### config.mk
export PLATFORM = sky130hd
export DESIGN_NAME = adc_sample_conditioner
export DESIGN_NICKNAME = d
export VERILOG_FILES = /design/src/rtl/adc_sample_conditioner.sv
export SDC_FILE = /design/constraint.sdc
export NUM_CORES = 1
export LEC_CHECK = 0
export ABC_AREA = 1
export ABC_CLOCK_PERIOD_IN_PS = 1800
export CAP_MARGIN = 10
export CORE_UTILIZATION = 56
export CTS_CLUSTER_DIAMETER = 100
export DETAILED_ROUTE_END_ITERATION = 7
export PLACE_DENSITY = 0.75
export SLEW_MARGIN = 0
export SYNTH_ARGS = -nofsm -noshare
export SYNTH_HDL_FRONTEND = slang
export SYNTH_SLANG_ARGS = --single-unit
### constraint.sdc
create_clock -name clock -period 1.8 [get_ports clock]
set_input_delay 0.18 -clock clock [delete_from_list [all_inputs] [get_ports clock]]
set_output_delay 0.18 -clock clock [all_outputs]
set_load 0.02 [all_outputs]
### src/rtl/adc_sample_conditioner.sv
// Synchronises the 8-bit ADC bus, decimates it by DIVIDE and boxcar-averages 2^AVG_LOG2
// samples, publishing each result with a sticky ready/overrun handshake.
module adc_sample_conditioner #(
    parameter int unsigned DIVIDE   = 500,
    parameter int unsigned AVG_LOG2 = 2
) (
    input  logic       clock,
    input  logic       ctrl_reset,
    input  logic [7:0] adc_raw,
    input  logic       ready_clear,
    output logic [7:0] adc_sample,
    output logic       adc_ready,
    output logic       adc_overrun,
    output logic       sample_tick
);

    localparam int unsigned N    = 1 << AVG_LOG2;
    localparam int unsigned CntW = (DIVIDE > 2) ? $clog2(DIVIDE) : 1;
    localparam int unsigned AccW = 8 + AVG_LOG2;
    localparam int unsigned IdxW = (AVG_LOG2 > 0) ? AVG_LOG2 : 1;

    logic [7:0]      sync1, sync2;
    logic [CntW-1:0] div_cnt;
    logic [AccW-1:0] acc;
    logic [IdxW-1:0] idx;

    logic            tick;
    logic            publish;
    logic [AccW-1:0] sum;

    assign tick    = (div_cnt == CntW'(DIVIDE - 1));
    assign publish = tick && (idx == IdxW'(N - 1));
    // Width holds N*255, so the running sum cannot wrap.
    assign sum     = acc + AccW'(sync2);

    always_ff @(posedge clock) begin
        if (ctrl_reset) begin
            sync1 <= '0;
            sync2 <= '0;
        end else begin
            sync1 <= adc_raw;
            sync2 <= sync1;
        end
    end

    always_ff @(posedge clock) begin
        if (ctrl_reset) begin
            div_cnt     <= '0;
            sample_tick <= 1'b0;
        end else begin
            div_cnt     <= tick ? '0 : div_cnt + CntW'(1);
            sample_tick <= tick;
        end
    end

    always_ff @(posedge clock) begin
        if (ctrl_reset) begin
            acc <= '0;
            idx <= '0;
        end else if (publish) begin
            acc <= '0;
            idx <= '0;
        end else if (tick) begin
            acc <= sum;
            idx <= idx + IdxW'(1);
        end
    end

    always_ff @(posedge clock) begin
        if (ctrl_reset) begin
            adc_sample  <= '0;
            adc_ready   <= 1'b0;
            adc_overrun <= 1'b0;
        end else if (publish) begin
            adc_sample <= 8'(sum >> AVG_LOG2);
            if (ready_clear) begin
                // Acknowledge lands on the publish edge: the new result is still flagged.
                adc_ready   <= 1'b1;
                adc_overrun <= 1'b0;
            end else if (adc_ready) begin
                adc_overrun <= 1'b1;
            end else begin
                adc_ready <= 1'b1;
            end
        end else if (ready_clear) begin
            adc_ready   <= 1'b0;
            adc_overrun <= 1'b0;
        end
    end

endmodule

==> impl_metrics.env <==
export IMPL_die_h_um=64.5
export IMPL_slew_violations=0
export IMPL_seq_area_frac_synth_pct=43.9
export IMPL_synth_top_family_by_area="simple AND/OR/NAND/NOR gates"
export IMPL_use_met2_pct=33.7
export IMPL_layout_commonest_cell="nand2_1"
export IMPL_crit_required_ns=2.00
export IMPL_final_area_um2=2540
export IMPL_dp_hpwl_um=2740
export IMPL_critPathKind="register to register"
export IMPL_grtUsageMet3_pct=4.23
export IMPL_io_pins=22
export IMPL_maxSlewHeadroom_pct=72.6
export IMPL_cts_tree="done"
export IMPL_post_cts_buffers=0
export IMPL_synth_main_ff_cell="dfxtp_1"
export IMPL_clk_pin_slew_ns=0.08
export IMPL_synthCells=290
export IMPL_hold_path_class="input pin to register"
export IMPL_async_reset_ff_share_pct=0
export IMPL_final_antenna_net_count=0
export IMPL_insertion_delay_ns=0.29
export IMPL_core_um2=3720
export IMPL_diodes=0
export IMPL_rrSetupSlack_ns=0.17
export IMPL_finalClockSkew_ns=0.00420
export IMPL_wl_per_cell_um=10.2
export IMPL_start_util_pct=58.9
export IMPL_antenna_found_initial=0
export IMPL_syn_avg_cell_area_um2=7.55
export IMPL_maxCapViolCount=0
export IMPL_wirelength_um=3720
export IMPL_rows=22
export IMPL_synthesis_area_um2=2190
export IMPL_drtPass1Iterations=6
export IMPL_worstMarginPinSlew_ns=0.409
export IMPL_layout_common_cells="nand2_1 (71), dfxtp_1 (48), inv_1 (47), nor2_1 (43), clkdlybuf4s50_1 (21)"
export IMPL_reg2reg_from="acc[0]"
export IMPL_busiest_layer="met2"
export IMPL_arrival_ns=1.83
export IMPL_portBuffers=21
export IMPL_syn_to_final_growth_pct=16.2
export IMPL_outcome="complete, no violations"
export IMPL_synthXorXnorAreaFrac_pct=2.40
export IMPL_numCtsBuffers=5
export IMPL_grtUsageTotal_pct=19.9
export IMPL_ctsHtreeMaxLevel=2
export IMPL_drc_errors=0
export IMPL_gp_congestion=0.851
export IMPL_vias=1721
export IMPL_final_net_count=339
export IMPL_min_to="sync1[1]"
export IMPL_ys_types=31
export IMPL_fmaxAchievable_ghz=0.614
export IMPL_critPathCaptureType="register"
export IMPL_ys_ff_latch=48
export IMPL_hold_viol=0
export IMPL_leakagePower_uw=0.00122
export IMPL_cp_max_fo=3
export IMPL_grt_max_degree=22
export IMPL_reg2reg_depth=9
export IMPL_rsz0062_at_grt="no"
export IMPL_synth_warnings=0
export IMPL_r2r_end="acc[8]"
export IMPL_drt_iter0_drc=52
export IMPL_grt_pass1_vias=1522
export IMPL_powerDensity_nw_per_um2=725
export IMPL_grt_overflow=0
export IMPL_fin_setup_tns_ns=0
export IMPL_drive_gt1_share_pct=8.81
export IMPL_hold_buffers=0
export IMPL_grt_pass1_wl_um=6420
export IMPL_fp_dieW_um=64.5
export IMPL_synth_compound_area_share_pct=6.57
export IMPL_placed_area_um2=2440
export IMPL_dieArea_um2=4160
export IMPL_min_from="adc_raw[1]"
export IMPL_viasPerCell=4.70
export IMPL_synth_adder_area_share_pct=6.63
export IMPL_yosys_area_share_simple_pct=30.0
export IMPL_setup_viol=0
export IMPL_grt_use_met1_pct=24.7
export IMPL_numClockSinks=48
export IMPL_synth_area_mux_share_pct=0
export IMPL_fillers=339
export IMPL_ir_worst_vdd_mv=0.590
export IMPL_ctsRootBufferMaster="clkbuf_8"
export IMPL_min_period_over_period_pct=90.5
export IMPL_synth_edf_count=0
export IMPL_syn_num_nets=312
export IMPL_period_needed_ns=1.63
export IMPL_holdPathStages=3
export IMPL_clk_path_buf_depth=2
export IMPL_critPathLaunchType="register"
==> state kept, by name, summed over array words and instances (netlist names) <==
name and cells:
sample_tick 1, acc 10, adc_ready 1, sync2 8
div_cnt 9, adc_overrun 1, sync1 8, adc_sample 8
idx 2
==> timing repair <==
item | 4_1_cts | 5_1_grt
gates resized for setup | 0 | 2
setup endpoints to repair | 0 | 6
endpoints found under the hold margin | 0 | 0
==> critical path, stage by stage, from the launching register on <==
cell and delay, ns:
dfxtp_1 0.34, ha_1 0.19, inv_1 0.08, fa_2 0.36, o21ai_2 0.19, nand2_1 0.09, nand3_1 0.11, nand3_1 0.08
nand2_1 0.07, inv_1 0.03
==> kinds of logic after synthesis <==
group	count (synthesis)
AO/OA/AOI/OAI	25
XOR/XNOR	6
adder cells (fa/ha/maj)	11
buffers and inverters	53
flip-flops	48
AND/OR/NAND/NOR	147
==> area by class of cell <==
cell class	count	area, um2	share of cell area (%)
multi-input cells	189	1000	39.5
clock buffers	6	82.6	3.25
inverters	48	180	7.08
repair buffers	25	240	9.44
clock inverters	2	15.0	0.590
well taps	48	60.1	2.36
flip-flops and latches	48	961	37.8
==> where the power goes <==
part           switching, uW  leakage, uW  internal, uW  total [uW]
Clock                    345    0.0000434           311         655
Combinational           52.4     0.000786          43.6        95.9
Sequential              9.48     0.000391          1080        1090
Total                    406      0.00122          1440        1840
==> worst max-delay path by stage <==
| stage | slack, ns | cells after the start | end | from |
|---|---|---|---|---|
| 6_report | 0.17 | 9 | acc[8] | acc[0] |
| 5_1_grt | 0.03 | 10 | adc_sample[4] | acc[0] |
| 4_1_cts | 0.001 | 9 | acc[8] | acc[0] |
| 3_5_place_dp | 0.01 | 9 | acc[8] | acc[0] |
| 3_3_place_gp | 0.05 | 9 | acc[8] | acc[0] |
| 2_1_floorplan | 0.19 | 9 | acc[8] | acc[0] |
==> routing by layer <==
metal  part of all wire [%]  wire, um
met4                    1.2        44
met5                      0         0
met1                     51      1880
met2                     46      1700
met3                    2.7        99
==> cell usage after synthesis (2+ instances only) <==
cell | instances | area [um2]
nor2_1 | 43 | 161
xor2_1 | 4 | 35.0
a21oi_1 | 12 | 60.1
dfxtp_1 | 48 | 961
nor3_1 | 2 | 10.0
clkbuf_8 | 2 | 27.5
nand4_1 | 2 | 12.5
o21a_1 | 3 | 22.5
ha_1 | 10 | 125
nand2_4 | 3 | 33.8
inv_1 | 47 | 176
nand2_2 | 2 | 12.5
nand2_1 | 71 | 267
o21ai_2 | 2 | 17.5
o21ai_0 | 5 | 25.0
nand3_1 | 16 | 80.1
clkbuf_1 | 2 | 7.51
nor3_2 | 2 | 20.0
xnor2_1 | 2 | 17.5
==> stage by stage <==
step	worst slack, ns	utilization, %	cells	hold slack (ns)	total power [uW]
2_1_floorplan	0.194	-	290	0.287	1180
3_3_place_gp	0.0503	65.7	358	0.390	1210
3_5_place_dp	0.0134	65.7	358	0.392	1210
4_1_cts	0.000991	68.3	366	0.378	1870
5_1_grt	0.0265	68.5	366	0.391	1920
6_report	0.171	68.5	366	0.389	1840
No activity file was read; power rests on OpenSTA's default activity.
